### config.mk
export PLATFORM = sky130hd
export DESIGN_NAME = mouse_master_sm
export DESIGN_NICKNAME = d
export VERILOG_FILES = /design/src/rtl/mouse_master_sm.sv
export SDC_FILE = /design/constraint.sdc
export NUM_CORES = 1
export LEC_CHECK = 0
export CORE_MARGIN = 5
export CORE_UTILIZATION = 45
export DETAILED_ROUTE_END_ITERATION = 10
export PLACE_DENSITY = 0.75
export SYNTH_ARGS = -nofsm -noshare
export SYNTH_HDL_FRONTEND = slang
export SYNTH_SLANG_ARGS = --single-unit
### constraint.sdc
create_clock -name CLK -period 8.07 [get_ports CLK]
set_input_delay 1.614 -clock CLK [delete_from_list [all_inputs] [get_ports CLK]]
set_output_delay 1.614 -clock CLK [all_outputs]
set_load 0.05 [all_outputs]
### src/rtl/mouse_master_sm.sv
// mouse_master_sm
// Master controller for a PS/2 mouse. It sits downstream of the byte
// receiver and alongside the byte transmitter. It runs the initialisation
// handshake (send 0xFF, expect FA/AA/00, send 0xF4, expect FA), then
// assembles 3-byte stream packets into STATUS/DX/DY and pulses
// SEND_INTERRUPT once per complete packet.
//
// Optional build feature: define MOUSE_SYNC_CHECK_EN to drop first-byte
// candidates whose bit3 is clear (out-of-sync guard). With the macro
// undefined, any error-free byte is accepted as packet byte 1.
//
// Handshake semantics (single-cycle pulses, no backpressure):
//   SEND_BYTE is high for exactly one cycle per command. BYTE_TO_SEND is
//   valid in that cycle and holds its value afterwards. The transmitter
//   answers with a one-cycle BYTE_SENT pulse. The receiver delivers each
//   byte with a one-cycle BYTE_READY pulse, qualified by BYTE_READ and
//   BYTE_ERROR_CODE in the same cycle. A pulse is consumed only in the
//   states that wait for it and is ignored everywhere else.
module mouse_master_sm #(
  parameter int POWERUP_WAIT = 5000000,
  parameter int RESP_TIMEOUT = 10000000,
  parameter int CNT_W        = 24
) (
  input  logic       CLK,
  input  logic       RESET,
  output logic       SEND_BYTE,
  output logic [7:0] BYTE_TO_SEND,
  input  logic       BYTE_SENT,
  output logic       READ_ENABLE,
  input  logic [7:0] BYTE_READ,
  input  logic [1:0] BYTE_ERROR_CODE,
  input  logic       BYTE_READY,
  output logic [7:0] MOUSE_STATUS,
  output logic [7:0] MOUSE_DX,
  output logic [7:0] MOUSE_DY,
  output logic       SEND_INTERRUPT,
  output logic       INIT_DONE,
  output logic [3:0] MASTER_STATE
);

  typedef enum logic [3:0] {
    PWR_WAIT   = 4'd0,
    SEND_FF    = 4'd1,
    WAIT_SENT1 = 4'd2,
    WAIT_ACK1  = 4'd3,
    WAIT_AA    = 4'd4,
    WAIT_ID    = 4'd5,
    SEND_F4    = 4'd6,
    WAIT_SENT2 = 4'd7,
    WAIT_ACK2  = 4'd8,
    STRM_B1    = 4'd9,
    STRM_B2    = 4'd10,
    STRM_B3    = 4'd11,
    PKT_OUT    = 4'd12
  } state_t;

  // Terminal counts; the counter reads 0 in the first cycle of a state.
  localparam logic [CNT_W-1:0] PWR_LAST  = CNT_W'(POWERUP_WAIT - 1);
  localparam logic [CNT_W-1:0] RESP_LAST = CNT_W'(RESP_TIMEOUT - 1);

  localparam logic [7:0] CMD_RESET  = 8'hFF;
  localparam logic [7:0] CMD_STREAM = 8'hF4;
  localparam logic [7:0] RSP_ACK    = 8'hFA;
  localparam logic [7:0] RSP_BAT_OK = 8'hAA;
  localparam logic [7:0] RSP_ID     = 8'h00;

  state_t           state_q, state_d;
  logic [CNT_W-1:0] cnt_q, cnt_d;
  logic [7:0]       tx_byte_q, tx_byte_d;
  logic [7:0]       status_sh_q, status_sh_d;
  logic [7:0]       dx_sh_q, dx_sh_d;
  logic [7:0]       dy_sh_q, dy_sh_d;
  logic [7:0]       status_q, status_d;
  logic [7:0]       dx_q, dx_d;
  logic [7:0]       dy_q, dy_d;
  logic             irq_q, irq_d;

  logic             rx_ok;
  logic             resp_timeout;
  logic             sync_ok;

  assign rx_ok        = BYTE_READY && (BYTE_ERROR_CODE == 2'b00);
  assign resp_timeout = (cnt_q == RESP_LAST);

`ifdef MOUSE_SYNC_CHECK_EN
  // Byte 1 of every stream packet has bit3 set; anything else is a stray.
  assign sync_ok = BYTE_READ[3];
`else
  assign sync_ok = 1'b1;
`endif

  // Next-state, counter, command byte and packet register logic.
  always_comb begin
    state_d     = state_q;
    tx_byte_d   = tx_byte_q;
    status_sh_d = status_sh_q;
    dx_sh_d     = dx_sh_q;
    dy_sh_d     = dy_sh_q;
    status_d    = status_q;
    dx_d        = dx_q;
    dy_d        = dy_q;
    irq_d       = 1'b0;

    case (state_q)
      PWR_WAIT: begin
        if (cnt_q == PWR_LAST) begin
          state_d   = SEND_FF;
          tx_byte_d = CMD_RESET;
        end
      end

      SEND_FF: state_d = WAIT_SENT1;

      WAIT_SENT1: begin
        if (BYTE_SENT)         state_d = WAIT_ACK1;
        else if (resp_timeout) state_d = PWR_WAIT;
      end

      WAIT_ACK1: begin
        if (BYTE_READY)        state_d = (rx_ok && BYTE_READ == RSP_ACK) ? WAIT_AA : PWR_WAIT;
        else if (resp_timeout) state_d = PWR_WAIT;
      end

      WAIT_AA: begin
        if (BYTE_READY)        state_d = (rx_ok && BYTE_READ == RSP_BAT_OK) ? WAIT_ID : PWR_WAIT;
        else if (resp_timeout) state_d = PWR_WAIT;
      end

      WAIT_ID: begin
        if (BYTE_READY) begin
          if (rx_ok && BYTE_READ == RSP_ID) begin
            state_d   = SEND_F4;
            tx_byte_d = CMD_STREAM;
          end else begin
            state_d = PWR_WAIT;
          end
        end else if (resp_timeout) begin
          state_d = PWR_WAIT;
        end
      end

      SEND_F4: state_d = WAIT_SENT2;

      WAIT_SENT2: begin
        if (BYTE_SENT)         state_d = WAIT_ACK2;
        else if (resp_timeout) state_d = PWR_WAIT;
      end

      WAIT_ACK2: begin
        if (BYTE_READY)        state_d = (rx_ok && BYTE_READ == RSP_ACK) ? STRM_B1 : PWR_WAIT;
        else if (resp_timeout) state_d = PWR_WAIT;
      end

      // A byte with a receive error restarts packet assembly from byte 1;
      // the visible packet registers are never touched by a partial packet.
      STRM_B1: begin
        if (rx_ok && sync_ok) begin
          status_sh_d = BYTE_READ;
          state_d     = STRM_B2;
        end
      end

      STRM_B2: begin
        if (BYTE_READY) begin
          if (rx_ok) begin
            dx_sh_d = BYTE_READ;
            state_d = STRM_B3;
          end else begin
            state_d = STRM_B1;
          end
        end
      end

      STRM_B3: begin
        if (BYTE_READY) begin
          if (rx_ok) begin
            dy_sh_d = BYTE_READ;
            state_d = PKT_OUT;
          end else begin
            state_d = STRM_B1;
          end
        end
      end

      // Publish the whole packet at once together with the interrupt.
      PKT_OUT: begin
        status_d = status_sh_q;
        dx_d     = dx_sh_q;
        dy_d     = dy_sh_q;
        irq_d    = 1'b1;
        state_d  = STRM_B1;
      end

      default: state_d = PWR_WAIT;
    endcase

    // The counter measures time spent in the current state only.
    cnt_d = (state_d != state_q) ? '0 : cnt_q + 1'b1;
  end

  // State and datapath registers with synchronous active-high reset.
  always_ff @(posedge CLK) begin
    if (RESET) begin
      state_q     <= PWR_WAIT;
      cnt_q       <= '0;
      tx_byte_q   <= 8'h00;
      status_sh_q <= 8'h00;
      dx_sh_q     <= 8'h00;
      dy_sh_q     <= 8'h00;
      status_q    <= 8'h00;
      dx_q        <= 8'h00;
      dy_q        <= 8'h00;
      irq_q       <= 1'b0;
    end else begin
      state_q     <= state_d;
      cnt_q       <= cnt_d;
      tx_byte_q   <= tx_byte_d;
      status_sh_q <= status_sh_d;
      dx_sh_q     <= dx_sh_d;
      dy_sh_q     <= dy_sh_d;
      status_q    <= status_d;
      dx_q        <= dx_d;
      dy_q        <= dy_d;
      irq_q       <= irq_d;
    end
  end

  // Output decode from the registered state (glitch-free Moore outputs).
  always_comb begin
    SEND_BYTE   = (state_q == SEND_FF) || (state_q == SEND_F4);
    READ_ENABLE = 1'b0;
    INIT_DONE   = 1'b0;
    case (state_q)
      WAIT_ACK1, WAIT_AA, WAIT_ID, WAIT_ACK2,
      STRM_B1, STRM_B2, STRM_B3, PKT_OUT: READ_ENABLE = 1'b1;
      default:                            READ_ENABLE = 1'b0;
    endcase
    case (state_q)
      STRM_B1, STRM_B2, STRM_B3, PKT_OUT: INIT_DONE = 1'b1;
      default:                            INIT_DONE = 1'b0;
    endcase
  end

  assign BYTE_TO_SEND   = tx_byte_q;
  assign MOUSE_STATUS   = status_q;
  assign MOUSE_DX       = dx_q;
  assign MOUSE_DY       = dy_q;
  assign SEND_INTERRUPT = irq_q;
  assign MASTER_STATE   = state_q;

endmodule

# Word-level counts from Yosys, hierarchy flattened
# Memories as Yosys holds them, arrays and structs flattened. A register that Yosys moved wholly into a read port is not among the register bits.
# Index checks and enable logic that the tools add are counted.
# totals
ff_bits	85
mem_count	1
elab_cells	72
romBits	16
# memory_table
name	depth	width	rd	rd_ports_with_merged_regs	write_ports	line	text
(no name shown)	16	1	1	1	0	233	case (state_q)
# classes
n_eq_ne	20
n_reduce_logical	15
mux	25
add_sub_neg	1
# op_table
op	n
$mux W4	13
$pmux W4 S13	1
$add A24 B1 Y24 const B	1
$eq A24 B23 Y1 const B	1
$eq A24 B24 Y1 const B	1
$mux W8	3
$eq A4 B4 Y1 const B	5
$eq A4 B3 Y1 const B	4
$eq A8 B8 Y1 const B	2
$pmux W8 S2	1
$mux W3	4
$eq A4 B2 Y1 const B	2
$logic_not A8 Y1	1
$ne A2 B2 Y1 const B	3
$reduce_and A3 Y1	2
$eq A4 B1 Y1 const B	1
$logic_and A1 B1 Y1	4
$logic_not A4 Y1	1
$ne A4 B4 Y1	1
$reduce_and A4 Y1	1
$reduce_or A4 Y1	1
$logic_not A2 Y1	1
$mux W1	2
$mux W2	1
4 further kinds	4

# Longest topological paths before layout
# Gate-level depths: netlist of the first run.
# logic_depth
word_depth	8
mapped_depth	10
ltp_nobuf	8

# Least setup slack after synthesis of the first run
# Ideal clock, no wire load.
# synth_path
kind	input port to flip-flop
startpoint	input BYTE_ERROR_CODE[1]
endpoint	register cnt_q[14]
path_slack_ns	4.077
cell_stages	9
arrival_ns	3.920
setup_ns	0.073
t_required_ns	7.997
path_cell_list	or3b_1 > clkbuf_1 > or4_1 > a221o_1 > a21boi_2 > mux2i_1 > a311o_2 > buf_6 > nor3_2
# synth_via
elab_chain_len	8
# synth_lines
item	line	text
start: declaration	31	input logic [1:0] BYTE_ERROR_CODE,
$logic_not A2 Y1 *	82	assign rx_ok = BYTE_READY && (BYTE_ERROR_CODE == 2'b00);
$logic_and A1 B1 Y1 *	82	
$logic_and A1 B1 Y1 (on tied branches)	n/a	
$mux W4 (tied with other cells)	150	if (BYTE_READY) state_d = (rx_ok && BYTE_READ == RSP_ACK) ? STRM_B1 : PWR_WAIT;
$mux W4 (on tied branches)	n/a	
$pmux W4 S13 *	104	case (state_q)
$ne A4 B4 Y1 *	198	cnt_d = (state_d != state_q) ? '0 : cnt_q + 1'b1;
$reduce_or A2 Y1 (no line) *	n/a	
end signal: assignment	216	cnt_q <= cnt_d;
end: declaration	68	logic [CNT_W-1:0] cnt_q, cnt_d;
# Every way passes the cells marked *; elsewhere a longest branch is shown, timed or not.
# A chain may end at the register's enable or synchronous reset.

# Worst setup path in the final report of the first run
# layout_path
startpoint	input BYTE_READY
endpoint	register cnt_q[3]
# layout_via
elab_chain_len	7
# layout_lines
item	line	text
start: declaration	32	input logic BYTE_READY,
$logic_and A1 B1 Y1	82	
$logic_and A1 B1 Y1 (on tied branches)	n/a	
$mux W4 (tied with other cells)	150	
$mux W4 (on tied branches)	n/a	
$pmux W4 S13 *	104	
$ne A4 B4 Y1 *	198	
$reduce_or A2 Y1 (no line) *	n/a	
# Marks and branches as above.

==> results of run 1 <==
-- cell usage in the layout, fill, tap and decap left out, drive strengths merged, types with 3 or more instances in the layout --
master	n
inv	10
o21ai	3
clkbuf	9
nor2	32
a21o	3
or3	3
nor4	3
and2	7
or2	3
a21oi	46
clkdlybuf4s50	52
mux2i	11
xnor2	15
xor2	8
nand2	90
nor3	32
nand3	27
nand4	6
dfxtp	80
nor4b	3
and3	4
or4	5
-- area by class of cell --
type / instances / area (um^2)
Sequential cell: 80 / 1602
Tap cell: 105 / 131.4
Fill cell: 753 / 3674
Multi-Input combinational cell: 333 / 1941
Clock inverter: 7 / 107.6
Clock buffer: 9 / 123.9
Inverter: 6 / 22.52
Timing Repair Buffer: 54 / 533.0
-- worst paths after layout --
kind,to,depth (start not counted)
setup / recovery,cnt_q[3]$_SDFF_PP0_,9
hold / removal,MOUSE_STATUS[5]$_SDFFE_PP0P_,2
setup reg to reg,cnt_q[12]$_SDFF_PP0_,7
hold reg to reg,MOUSE_STATUS[5]$_SDFFE_PP0P_,2
-- stage by stage --
step	setup WS, ns	hold slack [ns]	instances
final	3.340	0.4565	594
after global routing	3.081	0.4792	594
after CTS	3.438	0.4601	594
after detailed placement	3.053	0.4454	578
after global placement	3.160	0.4396	578
after floorplan	4.077	0.4313	452
-- cells by family (layout without fill, tap and decap cells) --
logic type	Yosys count	in the layout
AO/OA/AOI/OAI	70	70
XOR/XNOR	23	23
adder cells (fa/ha/maj)	1	1
buffers and inverters	39	76
flip-flops	80	80
multiplexers	11	11
AND/OR/NAND/NOR	228	228
-- per-layer routing --
layer	vias up	GRT usage (%)	wire, um
met3	8	4.498	478
met5	-	0	0
li1	1614	-	-
met2	68	29.48	4285
met4	0	4.499	96
met1	1470	22.72	3822
-- power groups by stage --
stage          clock network (mW)  registers [mW]  logic, mW
6_report                    0.344           0.398     0.0265
5_1_grt                     0.367           0.398     0.0288
4_1_cts                     0.349           0.398     0.0266
3_5_place_dp                    0           0.407     0.0265
3_3_place_gp                    0           0.407     0.0258
2_1_floorplan                   0           0.407     0.0143
-- critical path: cells and delay by family --
| family | cells | cell delay [ns] |
|---|---|---|
| compound gates | 3 | 0.67 |
| buf+inv | 2 | 0.97 |
| mux | 1 | 0.11 |
| simple gates | 3 | 1.64 |
-- flip-flops by register name, summed over array words and instances (netlist names), 4 cells and up --
| name | count |
|---|---|
| MASTER_STATE | 4 |
| MOUSE_DX | 8 |
| status_sh_q | 8 |
| MOUSE_DY | 8 |
| cnt_q | 24 |
| MOUSE_STATUS | 8 |
| dy_sh_q | 8 |
| dx_sh_q | 8 |
==> run summary, run 1 <==
The time the worst path needs with I/O delays and setup is 4.730 ns. The post-synthesis mux area share came out at 2.949%. The share of total power consumed by net switching came out at 23.57%. The power per cell area is 172.2 nW/um^2. Sorting the synthesized cells by area gives the leading types as dfxtp_1 (43%), nand2_1 (9.0%), a21oi_1 (6.2%), nor3_2 (5.4%), nand3_1 (3.6%). Summing the areas of all and, or, nand and nor instances in the mapped netlist gives 31.84% of the synthesized area. The largest voltage drop on the vdd net came out at 0.1401 mV. The routed length per placed instance came out at 14.62 um. The routability congestion estimate is 0.8614.

The ratio of cells with drive above 1 in the final layout is 9.407%. The relative slew slack is 21.77%. The part of the power in the clock network came out at 44.7%. The via count came out at 3160. The cell at the root of the clock tree is clkbuf_8. The detailed placement HPWL came out at 6059 um. The number of storage elements in the synthesis netlist is 80. The maximum clock frequency is 211.4 MHz.

The worst setup path is captured at a flop. The synthesized netlist devotes 11.36% of its cell area to compound gates. After clock tree synthesis, the clock-pin slew on the worst setup and hold paths is 0.09 ns. The count of final max-slew check failures came to 0.

The antenna diode instance count is 0. The post-synthesis instance area came out at 3734 um^2. The final clock period utilization by the worst path came out at 58.61%.

The area growth from synthesis to layout is 19.47%. The area of the core region is 8134 um^2. The die span in y is 101.1 um. The top-area cell type share of the netlist area came out at 42.90%.

Each instance of the synthesized netlist takes up on average 8.260 um^2. The tightest min-delay check is of the reg2reg type. The part of the power in registers came out at 51.8%. Synthesis handed over a netlist of 452 instances. The adder and majority cell fraction of the synthesized area came out at 0.3351%. The total negative setup slack came out at 0 ns. After floorplanning, the core was divided into 33 placement rows. The total power draw came out at 0.7682 mW. The number of H-tree levels is 3.

The total setup buffers inserted after CTS came out at 0. The first-iteration detailed-routing DRC count is 207. The number of flops mapped to enable cells by yosys is 0. The total of max-cap violations is 0. The stage delay of the slowest cell on the critical path came out at 0.93 ns. The number of distinct library cell variants in the gate-level netlist after synthesis is 51. The insertion delay of the later-clocked pin in the worst-skew pair came out at 0.36 ns. The count of buffers added on input and output ports is 53.

The startpoint of the worst register-to-register path is MASTER_STATE[2]$_SDFF_PP0_. For this design, the CTS-stage hold fixing added 0 buffers. The start point of the critical path is BYTE_READY. The XOR/XNOR share of the synthesized area came out at 5.395%.

Entering global routing, the biggest net connects 58 pins. The internal power consumption came out at 0.5872 mW. The commonest cells after synthesis are nand2_1 (90), dfxtp_1 (80), a21oi_1 (46). The most frequently used flop master after synthesis is dfxtp_1. The most common cell in the synthesized netlist is nand2_1. Dividing the detail-routed via count by the number of cells gives 5.320. The final hold violation count is 0. The TritonCTS sink count came out at 80. The synthesized net count came out at 467. The aggregate global routing overflow came out at 0. The total die area came out at 10220 um^2. The number of warnings issued by yosys came out at 0. The detailed-router iteration count before antenna repair is 4. At the pin with the least slew margin, the transition time is 1.169 ns. The clock passes through at most 2 buffers. The global-route wire length before repair came out at 14630 um. The data required time of the worst path came out at 8.35 ns. Summed over all instances, the cell type with the most area after synthesis is dfxtp_1.

The critical path launch point type is an input pin. The number of gates resized after CTS is 0. The startpoint-to-endpoint class of the critical path is in2reg. Data on the critical path arrives at its endpoint at 5.01 ns.

The finished cells cover 4461 um^2. The clock tree skew after final layout came out at 0.01543 ns. Setup violations remaining at the end of the flow were counted as 0.

The count of antenna-violating nets left after detailed routing came out at 0. The worst reg-to-reg setup slack came out at 4.57 ns. For this design the total switching power over the nets is 0.1810 mW. Among all stages on the critical path, the largest delay is contributed by nor2_1. The flow ran to the end, and the final reports show no timing, DRC or antenna violations. The effective utilization at floorplan came out at 45.90%.

TritonCTS built the clock tree. Summed over all cells, the static leakage comes to 1.392 nW. The instance area at placement is 4229 um^2. After detailed routing, the number of remaining DRC violations is 0. Traced cell by cell, the critical path runs through clkdlybuf4s50_1 > or3b_1 > nor2_1 > a211o_1 > a32oi_1 > a211oi_1 > mux2i_2 > buf_4 > nor3_2. The horizontal die dimension is 101.1 um. In this run, CTS created clock tree buffers numbering 9. The global-route total usage across every layer came out at 17.67%. 54 I/O pins were placed. The share of the Yosys chip area taken by registers is 42.90%. The initial antenna violation count is 0.

The number of global-route vias before repair came out at 3007. The worst hold path begins at status_sh_q[5]$_SDFFE_PP0P_. After synthesis, the largest family of logic cells by area is simple AND/OR/NAND/NOR gates.

The layout net count is 499. Setup repair after global routing left no endpoint under its margin. The part of the total power dissipated in combinational logic came out at 3.5%. Along the worst path, the maximum fanout reaches 24. For this run, the share of the core covered by cells in the final layout is 54.84%. After detailed routing, the total wire length is 8682 um. Of all flip-flops after synthesis, the portion carrying an async set or reset was 0%.
(Power assumes the default switching activity.)
==> run 2, diff against run 1 <==
clock period = 4.6 ns   (was 8.07 ns; I/O delays follow)
==> run 2 against run 1 <==
Combinational power rose by 79%. Die area stayed put. Sequential power is 75% higher. Clock-buffer cell count unchanged. Core utilization increased by 0.55 points. Non-clock buffer count up 6. Sequential share of layout area fell by 0.36 points. Clock power increased by 76%. Worst setup slack worse by 2.5 ns. Register-to-register slack got worse by 3.3 ns. Cell area rose by 1.0%. Largest cell class unchanged.
==> run summary, run 2 (synthesis gave the netlist of run 1 again) <==
The number of placed I/O pins is 54 (unchanged). The clock tree from TritonCTS was built (unchanged). The highest-delay cell along the critical path is clkdlybuf4s50_1 (was nor2_1).

The total of buffers placed on input and output ports came out at 53 (unchanged). The total die area was 10220 um^2 (unchanged). The commonest non-fill, non-tap cell in the layout is nand2_1 (unchanged). The actual slew at the worst max-slew pin came out at 0.8858 ns (was 1.169 ns). The multi-input logic area is 1941 um^2 (unchanged). The effective utilization at floorplan came to 45.90% (unchanged). The register bank with the most flops is cnt_q (unchanged). The worst hold path class is reg2reg (unchanged). The number of global-route vias before repair came out at 2980 (was 3007). The horizontal die dimension was 101.1 um (unchanged). The total setup buffers inserted after CTS is 0 (unchanged). The relative slew slack came out at 40.73% (was 21.77%). The stage delay of the slowest cell on the critical path came to 0.82 ns (was 0.93 ns). The total negative setup slack came out at 0 ns (unchanged). Result of the run: finished clean (unchanged). The reported leakage power is 1.423 nW (was 1.392 nW). Cell breakdown of the critical path: inv_1 > nor2_1 > a21oi_1 > nor2_1 > clkdlybuf4s50_1 (was clkdlybuf4s50_1 > or3b_1 > nor2_1 > a211o_1 > a32oi_1 > a211oi_1 > mux2i_2 > buf_4 > nor3_2).

The total of max-cap violations is 0 (unchanged). The final hold violation count was 0 (unchanged). The insertion delay of the later-clocked pin in the worst-skew pair came out at 0.36 ns (about the same). The worst path setup slack after routing is 0.8236 ns (was 3.340 ns). The count of unresolved DRC violations after routing came to 0 (unchanged). The aggregate global routing overflow is 0 (unchanged). The number of endpoints failing setup at the final stage came out at 0 (unchanged). The routed length per placed instance came to 14.49 um (was 14.62 um). The detailed-router iteration count before antenna repair came out at 4 (unchanged). The top fanout value on the critical path came out at 12 (was 24). The startpoint-to-endpoint class of the critical path is reg2out (was in2reg). The antenna diode instance count came to 0 (unchanged). The count of final max-slew check failures came out at 0 (unchanged). The minimum setup slack after placement is 0.5056 ns (was 3.053 ns). The critical path launch point type was a flop (was input pin). The endpoint type of the worst setup path is an output pin (was flop). The detailed placement HPWL is 6114 um (was 6059 um). The number of buffers inserted during clock tree synthesis is 9 (unchanged). The global-route wire length before repair is 14430 um (was 14630 um). The total wire length is 8694 um (was 8682 um). The layout net count is 505 (was 499). The number of buffers between clock root and the deepest sink is 2 (unchanged). The cell row count is 33 (unchanged). The maximum clock frequency came out at 264.8 MHz. The initial antenna violation count is 0 (unchanged). The layout overhead on the synthesized area is 20.68% (was 19.47%). The number of H-tree levels is 3 (unchanged). The area taken by flip-flops and latches was 1602 um^2 (unchanged). The start point of the critical path is MASTER_STATE[1]$_SDFF_PP0_ (was BYTE_READY). The critical hold path startpoint is dx_sh_q[4]$_SDFFE_PP0P_ (was status_sh_q[5]$_SDFFE_PP0P_). The largest voltage drop on the vdd net was 0.1607 mV (was 0.1401 mV). The count of antenna-violating nets left after detailed routing is 0 (unchanged). The data required time of the worst path came out at 3.68 ns (was 8.35 ns). The final-layout fill cell count is 766 (was 753).

The power per cell area is 299.7 nW/um^2 (was 172.2 nW/um^2). The routability congestion estimate is 0.8816 (was 0.8614). The first-iteration detailed-routing DRC count came out at 213 (was 207).

The clock tree skew after final layout came out at 0.01184 ns (was 0.01543 ns). The pin count of the biggest net entering global routing is 52 (was 58). The average via count per standard cell is 5.417 (was 5.320). The ratio of cells with drive above 1 in the final layout came out at 10.51% (was 9.407%). The global-route total usage across every layer came out at 17.42% (was 17.67%). The quantity of hold-fixing buffers added after cts came out at 0 (unchanged).

The end-of-flow core utilization is 55.39% (was 54.84%). The TritonCTS sink count is 80 (unchanged). Subtracting the final worst setup slack from the clock period gives 3.776 ns. The die span in y is 101.1 um (unchanged).

The area of the core region is 8134 um^2 (unchanged). The number of flip-flops under the largest register name is 24 (unchanged). Most frequent cells in the layout: nand2_1 (90), dfxtp_1 (80), clkdlybuf4s50_1 (52) (unchanged). The number of gates resized after CTS came to 0 (unchanged). The clock-pin transition on the worst setup and hold timing paths came out at 0.10 ns (was 0.09 ns). The cell seen most often among critical-path stages is nor2_1. The final clock period utilization by the worst path is 82.10%. The worst endpoint data arrival time came out at 2.86 ns (was 5.01 ns). The cell at the root of the clock tree is clkbuf_8 (unchanged). RSZ-0062 raised after global routing: false (unchanged). The via count is 3250 (was 3160). The startpoint of the worst register-to-register path was MASTER_STATE[0]$_SDFF_PP0_ (was MASTER_STATE[2]$_SDFF_PP0_). The final-layout worst hold slack came out at 0.4552 ns (was 0.4565 ns).
[run 2: cell types whose count changed in the layout (fill, tap and decap cells not counted)]
cell,before,now
buf_4,1,7
[run 2: per-layer routing]
layer | up-vias | global-route usage, % | part of all wire (%)
met5 | - | 0 | 0
met1 | 1516 | 22.69 | 45
met3 | 15 | 2.630 | 4.6
li1 | 1637 | - | -
met2 | 82 | 28.87 | 49
met4 | 0 | 6.851 | 1.9
[run 2: per-stage QoR]
stage | power (mW) | cells | instance area [um^2]
final | 1.350 | 600 | 4506
after global routing | 1.397 | 600 | 4506
after CTS | 1.361 | 600 | 4506
after detailed placement | 0.7615 | 584 | 4274
after global placement | 0.7603 | 584 | 4274
after floorplan | 0.7389 | 452 | 3734
[run 2: path summary, 6_finish.rpt]
check	slack (ns)	end	cells after the start
setup / recovery	0.82	SEND_BYTE	5
setup reg to reg	1.27	cnt_q[12]$_SDFF_PP0_	8
hold reg to reg	0.46	MOUSE_DX[4]$_SDFFE_PP0P_	2
hold / removal	0.46	MOUSE_DX[4]$_SDFFE_PP0P_	2
[run 2: report_power, final]
group	internal [mW]	switching, mW	leakage, nW
clock network	0.317	0.288	0.114
registers	0.695	0.00313	0.645
logic	0.0189	0.0284	0.664
total	1.03	0.319	1.42
[run 2: final cells by class]
class	count	share of cell area [%]
multi-input combinational	333	43.07
sequential	80	35.55
timing repair buffer	60	12.83
tap	105	2.916
clock buffer	9	2.749
clock inverter	7	2.388
inverter	6	0.4999
[run 2: critical path: cells and delay by family, from the launching register on]
kind                   cells  cell delay [ns]
DFF                        1             0.56
and+or+nand+nor            2             0.81
buffers and inverters      2             0.97
AOI/OAI and AO/OA          1             0.16
